--- src/rtl/seq_adder_pkg.sv ---
// Shared types and constants for the sequential multi-byte adder.
package seq_adder_pkg;

  typedef enum logic [1:0] {
    IDLE = 2'd0,
    RUN  = 2'd1,
    DONE = 2'd2
  } state_t;

  localparam int BYTE_W = 8;

  // Byte counter width; never narrower than one bit.
  function automatic int cnt_width(input int nbytes);
    return (nbytes > 1) ? $clog2(nbytes) : 1;
  endfunction

endpackage

--- src/rtl/seq_multibyte_adder_rca8.sv ---
// 8-bit ripple-carry adder slice (RCA8), the shared datapath of the sequential adder.
module RCA8 (
  input  logic [7:0] A1,
  input  logic [7:0] A2,
  input  logic       in,
  output logic [7:0] S,
  output logic       C
);

  logic [8:0] w_c;

  assign w_c[0] = in;

  for (genvar g = 0; g < 8; g++) begin : g_fa
    assign S[g]     = A1[g] ^ A2[g] ^ w_c[g];
    assign w_c[g+1] = (A1[g] & A2[g]) | (w_c[g] & (A1[g] ^ A2[g]));
  end

  assign C = w_c[8];

endmodule

--- src/rtl/seq_multibyte_adder.sv ---
// NBYTES*8-bit add/sub, one byte per clock through a single RCA8 slice, LSB first.
// Define SEQ_ADDER_OVF_EN to add the registered signed-overflow output ovf.
module seq_multibyte_adder
  import seq_adder_pkg::*;
#(
  parameter int NBYTES = 4,
  parameter int W      = BYTE_W * NBYTES
) (
  input  logic         clk,
  input  logic         rst_n,
  input  logic         in_valid,
  output logic         in_ready,
  input  logic [W-1:0] a,
  input  logic [W-1:0] b,
  input  logic         cin,
  input  logic         sub,
  output logic         out_valid,
  input  logic         out_ready,
  output logic [W-1:0] sum,
  output logic         cout
`ifdef SEQ_ADDER_OVF_EN
  ,
  output logic         ovf
`endif
);

  localparam int CNT_W = cnt_width(NBYTES);

  state_t             r_state;
  state_t             w_state_nxt;
  logic [W-1:0]       r_opa;
  logic [W-1:0]       r_opb;
  logic [W-1:0]       r_sum;
  logic [CNT_W-1:0]   r_cnt;
  logic               r_carry;
  logic               r_cout;
  logic [BYTE_W-1:0]  w_a_byte;
  logic [BYTE_W-1:0]  w_b_byte;
  logic [BYTE_W-1:0]  w_s;
  logic               w_c;
  logic               w_last;

  assign w_a_byte = r_opa[BYTE_W*r_cnt +: BYTE_W];
  assign w_b_byte = r_opb[BYTE_W*r_cnt +: BYTE_W];
  assign w_last   = (r_cnt == CNT_W'(NBYTES - 1));

  RCA8 u_slice (
    .A1 (w_a_byte),
    .A2 (w_b_byte),
    .in (r_carry),
    .S  (w_s),
    .C  (w_c)
  );

  always_ff @(posedge clk) begin
    if (!rst_n) r_state <= IDLE;
    else        r_state <= w_state_nxt;
  end

  always_comb begin
    w_state_nxt = r_state;
    case (r_state)
      IDLE:    if (in_valid)  w_state_nxt = RUN;
      RUN:     if (w_last)    w_state_nxt = DONE;
      DONE:    if (out_ready) w_state_nxt = IDLE;
      default:                w_state_nxt = IDLE;
    endcase
  end

  always_ff @(posedge clk) begin
    if (!rst_n) begin
      r_opa   <= '0;
      r_opb   <= '0;
      r_sum   <= '0;
      r_cnt   <= '0;
      r_carry <= 1'b0;
      r_cout  <= 1'b0;
    end else begin
      case (r_state)
        IDLE: if (in_valid) begin
          // Subtraction is A + ~B + 1: invert B once here and seed the carry.
          r_opa   <= a;
          r_opb   <= sub ? ~b : b;
          r_carry <= sub ? 1'b1 : cin;
          r_cnt   <= '0;
          r_sum   <= '0;
        end
        RUN: begin
          r_sum[BYTE_W*r_cnt +: BYTE_W] <= w_s;
          r_carry <= w_c;
          if (w_last) begin
            r_cout <= w_c;
            r_cnt  <= '0;
          end else begin
            r_cnt  <= r_cnt + 1'b1;
          end
        end
        default: ;
      endcase
    end
  end

`ifdef SEQ_ADDER_OVF_EN
  logic r_ovf;
  logic w_c_msb;

  // Carry into the top bit recovered from that bit's sum: s ^ a ^ b.
  assign w_c_msb = w_s[BYTE_W-1] ^ w_a_byte[BYTE_W-1] ^ w_b_byte[BYTE_W-1];

  always_ff @(posedge clk) begin
    if (!rst_n)                        r_ovf <= 1'b0;
    else if (r_state == RUN && w_last) r_ovf <= w_c_msb ^ w_c;
  end

  assign ovf = r_ovf;
`endif

  assign in_ready  = (r_state == IDLE);
  assign out_valid = (r_state == DONE);
  assign sum       = r_sum;
  assign cout      = r_cout;

endmodule

--- config.mk ---
export PLATFORM = sky130hd
export DESIGN_NAME = seq_multibyte_adder
export DESIGN_NICKNAME = d
export VERILOG_FILES = /design/src/rtl/seq_adder_pkg.sv /design/src/rtl/seq_multibyte_adder_rca8.sv /design/src/rtl/seq_multibyte_adder.sv
export SDC_FILE = /design/constraint.sdc
export NUM_CORES = 1
export LEC_CHECK = 0
export BUFFER_PORTS_ARGS = -buffer_cell sky130_fd_sc_hd__clkbuf_2
export CORE_AREA = 3 3 86 121
export CTS_BUF_LIST = sky130_fd_sc_hd__clkbuf_4
export CTS_CLUSTER_SIZE = 16
export DETAILED_ROUTE_END_ITERATION = 8
export DIE_AREA = 0 0 89 124
export MAX_ROUTING_LAYER = met4
export PLACE_DENSITY_LB_ADDON = 0.3
export SETUP_SLACK_MARGIN = 0.05
export SYNTH_ARGS = -nofsm -noshare
export SYNTH_HDL_FRONTEND = slang
export SYNTH_SLANG_ARGS = --single-unit
--- constraint.sdc ---
create_clock -name clk -period 4 [get_ports clk]
set_input_delay 0.2 -clock clk [delete_from_list [all_inputs] [get_ports clk]]
set_output_delay 0.2 -clock clk [all_outputs]
set_load 0.005 [all_outputs]
==> out/qor.yml, run 1 <==
setup_path:
  timing.critical_path.to_type: "flip-flop"
  path_max_fanout: 4
  r2r.worst_path.cells: 15
  critical_path.reg2reg.endpoint: "sum[7]$_SDFFE_PN0P_"
  criticalPathCategory: "reg2reg"
  req_time_crit_path_ns: 4.31
  critical_path.reg2reg.startpoint: "r_cnt[0]$_SDFFE_PN0P_"
  crit_end: "sum[7]$_SDFFE_PN0P_"
  critPathLaunchType: "flip-flop"
  crit_path_dat_ns: 4.27
  worst-r2r-setup-slack_ns: 0.04
  startpoint: "r_cnt[0]$_SDFFE_PN0P_"
pwr:
  power_switching_share_pct: 26.8
  internal-power_mw: 1.44
  clkPwrFrac_pct: 25.6
  power.density_cell_area_nw_per_um2: 347
  power.combinational.fraction_pct: 17.9
  cellLeakagePower_nw: 2.50
  worst_ir_drop_vdd_uv: 160
  net-switching-power_uw: 526
  p_seq_share_pct: 56.4
yosys:
  synthesis.yosys.warnings: 0
  post_synth.cell_area_avg_um2: 9.50
  post_synthesis_net_count: 572
  synth_sequential_area_ratio_pct: 43.9
  syn_area_um2: 4660
  synth-seq-cells: 102
  postSynthCellCount: 490
  ys_types: 29
timing:
  fmax_ghz: 0.253
  rsz0062_at_grt: "yes"
  relSlewSlack_pct: 36.9
  hold_viol_final: 0
  number_of_endpoints_failing_setup_at_the_final_stage: 0
  maxSlewViolCount: 0
  period_minus_slack_ns: 3.96
  final.setup.tns_ns: 0
  worst_clock_skew_ns: 0.0107
  max_slew.worst_pin.slew_ns: 0.946
  final_critical_path_share_of_the_clock_period_pct: 99.0
  worst_hold_slack_ns: 0.00776
detailed_routing:
  wl_per_cell_um: 14.7
  firstDrtPassIters: 6
  vias: 3768
  ant_nets: 0
  post-route-drc-count: 0
  drt_iter0_drc: 181
  routed_via_density: 5.25
  detail_route.wirelength_um: 10600
clock_tree:
  clock_tree_from_tritoncts: "done"
  cts.root.buffer_cell: "sky130_fd_sc_hd__clkbuf_4"
  cts.repair_timing.setup_buffer_count: 0
  clock_transition_at_the_registers_of_the_reported_paths_ns: 0.14
  htreeDepth: 3
  cts_buffers: 9
  later_pin_clock_latency_in_the_skew_report_ns: 0.45
  cts_buffer_depth: 2
  cts_sinks: 102
global_routing:
  grt_start_max_net_pins: 97
  grt_antenna_before_repair: 0
  number_of_global_route_vias_before_repair: 3514
  grt.overflow.total: 0
  first_pass_grt_wire_length_um: 16800
  grtUsageTotal_pct: 20.4
floorplan:
  die-height_um: 124
  core_area_um2: 9410
  fp-row-count: 42
  die_area_um2: 11000
  top_level_ports: 105
  initial_util_pct: 49.5
  floorplan.die.width_um: 89
worst_hold_path:
  timing.hold.worst.class: "in2reg"
finish:
  final_nets: 687
  final-instance-count-excl-fill: 718
  n_antenna_cell: 0
  syn_to_final_growth_pct: 21.6
  post_route_cells_drive_above_1_share_pct: 26.0
  design_area_um2: 5660
placed_design:
  placed_area_um2: 5230
  globalplace.congestion: 0.887
  place_hpwl_um: 7640
  port_buffers: 104
  placed_cells_incl_taps: 674
outcome:
  status: "completed"
run:
  timing.max_cap.violations: 0
[metal layers]
| metal | wire, µm | GRT usage [%] | part of all wire (%) |
|---|---|---|---|
| met5 | 0 | - | 0 |
| met4 | 316 | 9.22 | 3.0 |
| met3 | 465 | 2.98 | 4.4 |
| met2 | 5460 | 34.6 | 52 |
| met1 | 4340 | 23.8 | 41 |
[per-stage QoR]
| stage | power [mW] | setup WS (ns) | utilization, % |
|---|---|---|---|
| global route | 2.07 | -0.112 | 60.2 |
| CTS | 1.98 | 0.0403 | 60.1 |
| global placement | 1.45 | 0.0972 | 55.6 |
| floorplan | 1.36 | 0.0559 | - |
| detailed placement | 1.46 | 0.000495 | 55.6 |
| finish | 1.96 | 0.0414 | 60.2 |
[cells in the mapped netlist]
| cell | instances | area share [%] |
|---|---|---|
| sky130_fd_sc_hd__a21boi_0 | 33 | 5.3 |
| sky130_fd_sc_hd__a21oi_1 | 6 | 0.65 |
| sky130_fd_sc_hd__a22oi_1 | 2 | 0.32 |
| sky130_fd_sc_hd__a2bb2oi_1 | 1 | 0.19 |
| sky130_fd_sc_hd__and2b_1 | 1 | 0.16 |
| sky130_fd_sc_hd__and4bb_2 | 1 | 0.27 |
| sky130_fd_sc_hd__buf_2 | 15 | 1.6 |
| sky130_fd_sc_hd__buf_4 | 1 | 0.16 |
| sky130_fd_sc_hd__clkbuf_1 | 21 | 1.7 |
| sky130_fd_sc_hd__dfxtp_1 | 102 | 44 |
| sky130_fd_sc_hd__fa_1 | 8 | 3.4 |
| sky130_fd_sc_hd__ha_1 | 4 | 1.1 |
| sky130_fd_sc_hd__inv_1 | 20 | 1.6 |
| sky130_fd_sc_hd__mux4_2 | 16 | 7.7 |
| sky130_fd_sc_hd__nand2_1 | 135 | 11 |
| sky130_fd_sc_hd__nand2b_1 | 10 | 1.3 |
| sky130_fd_sc_hd__nand3_1 | 3 | 0.32 |
| sky130_fd_sc_hd__nand4_1 | 2 | 0.27 |
| sky130_fd_sc_hd__nor2_1 | 2 | 0.16 |
| sky130_fd_sc_hd__nor2b_1 | 4 | 0.54 |
| sky130_fd_sc_hd__nor3b_2 | 1 | 0.27 |
| sky130_fd_sc_hd__nor4b_1 | 1 | 0.19 |
| sky130_fd_sc_hd__o211a_1 | 32 | 6.9 |
| sky130_fd_sc_hd__o21ai_0 | 2 | 0.22 |
| sky130_fd_sc_hd__o21bai_1 | 1 | 0.16 |
| sky130_fd_sc_hd__o22ai_1 | 32 | 4.3 |
| sky130_fd_sc_hd__or3b_2 | 1 | 0.19 |
| sky130_fd_sc_hd__or4_1 | 1 | 0.16 |
| sky130_fd_sc_hd__xnor2_1 | 32 | 6.0 |
[flip-flops by register name, indices dropped and copies added (netlist names)]
| register | count |
|---|---|
| r_cnt | 2 |
| sum | 32 |
| r_opa | 32 |
| r_state | 2 |
| r_opb | 32 |
| r_carry | 1 |
| cout | 1 |
[power groups by stage]
| stage | Clock [mW] | Combinational, mW | Sequential [mW] |
|---|---|---|---|
| 3_3_place_gp | 0 | 0.324 | 1.13 |
| 2_1_floorplan | 0 | 0.239 | 1.12 |
| 6_report | 0.503 | 0.352 | 1.11 |
| 3_5_place_dp | 0 | 0.331 | 1.13 |
| 4_1_cts | 0.520 | 0.355 | 1.11 |
| 5_1_grt | 0.564 | 0.393 | 1.11 |
[logic make-up after synthesis]
family                     synth area share [%]
AOI/OAI and AO/OA                          18.0
xor gates and xnor gates                   6.02
and+or+nand+nor                            14.8
buffers and inverters                      5.08
DFF                                        43.9
muxes                                      7.74
adders and majority gates                  4.51
[critical path: stages, from the launching register on]
cell                      delay (ns)
sky130_fd_sc_hd__dfxtp_4        0.38
sky130_fd_sc_hd__mux4_2         0.33
sky130_fd_sc_hd__inv_2          0.04
sky130_fd_sc_hd__fa_2           0.37
sky130_fd_sc_hd__fa_2           0.37
sky130_fd_sc_hd__fa_2           0.36
sky130_fd_sc_hd__fa_2           0.35
sky130_fd_sc_hd__fa_2           0.34
sky130_fd_sc_hd__inv_2          0.06
sky130_fd_sc_hd__fa_2           0.19
sky130_fd_sc_hd__inv_2          0.04
sky130_fd_sc_hd__fa_2           0.34
sky130_fd_sc_hd__inv_2          0.06
sky130_fd_sc_hd__fa_1           0.41
sky130_fd_sc_hd__nand2_2        0.11
sky130_fd_sc_hd__o22ai_1        0.08
[worst min path at each step]
| stage | from | to | slack, ns | cells after the start |
|---|---|---|---|---|
| 2_1_floorplan | a[10] | r_opa[10]$_SDFFE_PN0P_ | 0.34 | 2 |
| 3_3_place_gp | a[12] | r_opa[12]$_SDFFE_PN0P_ | 0.44 | 3 |
| 3_5_place_dp | a[14] | r_opa[14]$_SDFFE_PN0P_ | 0.45 | 3 |
| 4_1_cts | a[25] | r_opa[25]$_SDFFE_PN0P_ | 0.003 | 3 |
| 5_1_grt | a[25] | r_opa[25]$_SDFFE_PN0P_ | 0.01 | 3 |
| 6_report | a[25] | r_opa[25]$_SDFFE_PN0P_ | 0.008 | 3 |
[cell usage in the layout, fill, tap and decap left out, types with 10 or more instances in the layout]
cell / instances
sky130_fd_sc_hd__dfxtp_1: 100
sky130_fd_sc_hd__a21boi_0: 33
sky130_fd_sc_hd__clkbuf_2: 103
sky130_fd_sc_hd__inv_1: 16
sky130_fd_sc_hd__mux4_2: 16
sky130_fd_sc_hd__o22ai_1: 32
sky130_fd_sc_hd__nand2_1: 134
sky130_fd_sc_hd__o211a_1: 32
sky130_fd_sc_hd__clkbuf_4: 10
sky130_fd_sc_hd__xnor2_1: 32
sky130_fd_sc_hd__dlygate4sd3_1: 30
sky130_fd_sc_hd__nand2b_1: 10
[repair_timing]
item,4_1_cts,5_1_grt
gates cloned,0,0
gates resized for setup,7,0
hold buffers,29,1
hold endpoints to repair,29,1
setup endpoints to repair,4,4
pin swaps,0,2
[area by class of cell]
class / instances / area [µm²]
well taps: 110 / 138
clock buffers: 10 / 75.1
multi-input cells: 331 / 2400
repair buffers: 141 / 873
flip-flops and latches: 102 / 2050
clock inverters: 4 / 48.8
inverters: 20 / 75.1
fillers: 824 / 3750
Power figures use the tool's default switching activity.
==> inputs of run 2 (changes only) <==
--- a/config.mk
+++ b/config.mk
@@ -11,7 +11,6 @@
 export CTS_CLUSTER_SIZE = 16
 export DETAILED_ROUTE_END_ITERATION = 8
 export DIE_AREA = 0 0 89 124
-export MAX_ROUTING_LAYER = met4
 export PLACE_DENSITY_LB_ADDON = 0.3
 export SETUP_SLACK_MARGIN = 0.05
 export SYNTH_ARGS = -nofsm -noshare
==> constraint.sdc (replaced) <==
create_clock -name clk -period 5.1 [get_ports clk]
set_input_delay 0.255 -clock clk [delete_from_list [all_inputs] [get_ports clk]]
set_output_delay 0.255 -clock clk [all_outputs]
set_load 0.005 [all_outputs]
==> run 2 against run 1 <==
  * Clock skew rose by 0.0068 ns
  * Final area is 5.2% lower
  * Clock-buffer cell count is 1 lower
  * Final cell count is 3.5% lower
  * Fmax decreased by 12%
  * Sequential power is 22% lower
  * Sequential share of layout area rose by 1.9 points
  * Non-clock buffer count down 27
  * Flip-flop and latch count is the same
  * Highest routed layer unchanged
==> out/qor.yml, run 2 (synthesized netlist as in run 1, its figures left out) <==
detailed_routing:
  drt_iter0_drc: 184  # +1.7%
  ant_nets: 0  # unchanged
  vias: 3706  # -1.6%
  post-route-drc-count: 0  # unchanged
  detail_route.wirelength_um: 10200  # -3.5%
  firstDrtPassIters: 6  # unchanged
  routed_via_density: 5.35  # +1.9%
  wl_per_cell_um: 14.7  # about the same
setup_path:
  path_max_fanout: 10  # +6
  worst_path_max_delay_cell: "sky130_fd_sc_hd__dfxtp_1"
  critical_path.reg2reg.startpoint: "r_cnt[0]$_SDFFE_PN0P_"
  critical_path.reg2reg.endpoint: "sum[31]$_SDFFE_PN0P_"
  cpMostUsedCell: "sky130_fd_sc_hd__fa_1"
  timing.critical_path.to_type: "flip-flop"
  r2r.worst_path.cells: 15  # unchanged
  crit_path_dat_ns: 4.80  # +0.53 ns
  crit_path_cell_trace: "mux4_2 -> inv_1 -> fa_1 -> fa_1 -> fa_1 -> fa_1 -> fa_1 -> inv_1 -> fa_1 -> inv_1 -> fa_1 -> inv_1 -> fa_1 -> nand2_1 -> o22ai_1"
  critPathLaunchType: "flip-flop"
  worst_path_largest_cell_delay_ns: 0.66  # +0.25 ns
  criticalPathCategory: "reg2reg"
  worst-r2r-setup-slack_ns: 0.59  # +0.55 ns
  req_time_crit_path_ns: 5.39  # +1.08 ns
pwr:
  power.density_cell_area_nw_per_um2: 277  # -20%
  p_seq_share_pct: 58.5  # +2.1 points
  worst_ir_drop_vdd_uv: 166  # +4.1%
  internal-power_mw: 1.06  # -26%
  clkPwrFrac_pct: 24.4  # -1.2 points
  power.combinational.fraction_pct: 17.1  # -0.8 points
  cellLeakagePower_nw: 2.38  # -5.1%
  net-switching-power_uw: 425  # -19%
  power_switching_share_pct: 28.5  # +1.7 points
clock_tree:
  cts_buffer_depth: 2  # unchanged
  cts.root.buffer_cell: "sky130_fd_sc_hd__clkbuf_4"
  cts_buffers: 9  # unchanged
  cts_repair_resize_count: 0  # -7
  later_pin_clock_latency_in_the_skew_report_ns: 0.43  # -0.02 ns
  clock_tree_from_tritoncts: "done"
  htreeDepth: 3  # unchanged
  cts_sinks: 102  # unchanged
  cts.repair_timing.setup_buffer_count: 0  # unchanged
  cts_hold_buf: 2  # -93%
  clock_transition_at_the_registers_of_the_reported_paths_ns: 0.16  # +0.02 ns
timing:
  maxSlewViolCount: 0  # unchanged
  final.setup.tns_ns: 0  # unchanged
  max_slew.worst_pin.slew_ns: 1.07  # +0.127 ns
  worst_hold_slack_ns: 0.0321  # +0.0243 ns
  finalWorstSetupSlack_ns: 0.594  # +0.552 ns
  period_minus_slack_ns: 4.51  # +0.548 ns
  hold_viol_final: 0  # unchanged
  worst_clock_skew_ns: 0.0175  # +0.00683 ns
  final_critical_path_share_of_the_clock_period_pct: 88.4  # -11 points
  fmax_ghz: 0.222  # -12%
  number_of_endpoints_failing_setup_at_the_final_stage: 0  # unchanged
  relSlewSlack_pct: 28.5  # -8.5 points
  rsz0062_at_grt: "no"
global_routing:
  grt_antenna_before_repair: 0  # unchanged
  number_of_global_route_vias_before_repair: 3524  # +0.28%
  grtUsageTotal_pct: 19.2  # -1.2 points
  grt_start_max_net_pins: 97  # unchanged
  first_pass_grt_wire_length_um: 16500  # -1.6%
  grt.overflow.total: 0  # unchanged
worst_hold_path:
  hold_path_startpoint: "a[19]"
  timing.hold.worst.class: "in2reg"
  min_delay_path_depth: 3  # unchanged
  timing.hold.worst_endpoint: "r_opa[19]$_SDFFE_PN0P_"
finish:
  final_nets: 660  # -3.9%
  design_area_um2: 5370  # -5.2%
  syn_to_final_growth_pct: 15.3
  post_route_cells_drive_above_1_share_pct: 24.4  # -1.6 points
  fin_util_pct: 57.0  # -3.1 points
  mostFrequentLayoutCells: "135 x sky130_fd_sc_hd__nand2_1, 103 x sky130_fd_sc_hd__clkbuf_2, 102 x sky130_fd_sc_hd__dfxtp_1"
  final_common_cell: "sky130_fd_sc_hd__nand2_1"
  n_antenna_cell: 0  # unchanged
floorplan:
  core_area_um2: 9410  # unchanged
  die-height_um: 124  # unchanged
  top_level_ports: 105  # unchanged
  initial_util_pct: 49.5  # unchanged
  floorplan.die.width_um: 89  # unchanged
  die_area_um2: 11000  # unchanged
  fp-row-count: 42  # unchanged
run:
  timing.max_cap.violations: 0  # unchanged
placed_design:
  globalplace.congestion: 0.844  # -4.9%
  placed_area_um2: 5190  # -0.77%
  place_hpwl_um: 7730  # +1.2%
  dp_worst_setup_slack_ns: 0.610  # +0.609 ns
  port_buffers: 104  # unchanged
outcome:
  status: "completed"
==> run 2: routing by layer <==
layer  track usage [%]  share of wire [%]  up-vias
met3              3.64                4.4       18
met1              24.0                 43     1721
met2              31.7                 50      117
met4              8.75                2.8        0
li1                  -                  -     1850
met5                 0                  0        -
==> run 2: worst max-delay path, delay by kind of cell (launching register included) <==
| kind | cells | cell delay, ns |
|---|---|---|
| AOI/OAI and AO/OA | 1 | 0.12 |
| adders and majority gates | 8 | 2.89 |
| buffers and inverters | 4 | 0.26 |
| DFF | 1 | 0.66 |
| muxes | 1 | 0.31 |
| and+or+nand+nor | 1 | 0.13 |
==> run 2: worst max path at each step <==
stage,start,to,cells past startpoint
4_1_cts,r_cnt[0]$_SDFFE_PN0P_,sum[23]$_SDFFE_PN0P_,15
3_3_place_gp,r_cnt[0]$_SDFFE_PN0P_,sum[23]$_SDFFE_PN0P_,15
2_1_floorplan,r_cnt[1]$_SDFFE_PN0P_,sum[31]$_SDFFE_PN0P_,17
5_1_grt,r_cnt[0]$_SDFFE_PN0P_,sum[31]$_SDFFE_PN0P_,15
3_5_place_dp,r_cnt[0]$_SDFFE_PN0P_,sum[23]$_SDFFE_PN0P_,15
6_report,r_cnt[0]$_SDFFE_PN0P_,sum[31]$_SDFFE_PN0P_,15
==> run 2: stage by stage <==
step,cells,power (mW)
floorplan,490,1.06
global placement,671,1.13
detailed placement,671,1.14
CTS,689,1.50
global route,693,1.57
finish,693,1.49
==> run 2: area by class of cell <==
class	instances	area, µm²
flip-flops and latches	102	2040
inverters	20	75.1
multi-input cells	331	2380
clock buffers	9	67.6
clock inverters	7	50.0
fillers	861	4040
well taps	110	138
repair buffers	114	611
==> run 2: power by group through the flow <==
stage | registers [mW] | logic (mW) | clock network (mW)
floorplan | 0.875 | 0.184 | 0
global placement | 0.886 | 0.248 | 0
detailed placement | 0.888 | 0.254 | 0
CTS | 0.871 | 0.256 | 0.375
global route | 0.877 | 0.286 | 0.411
finish | 0.870 | 0.255 | 0.363
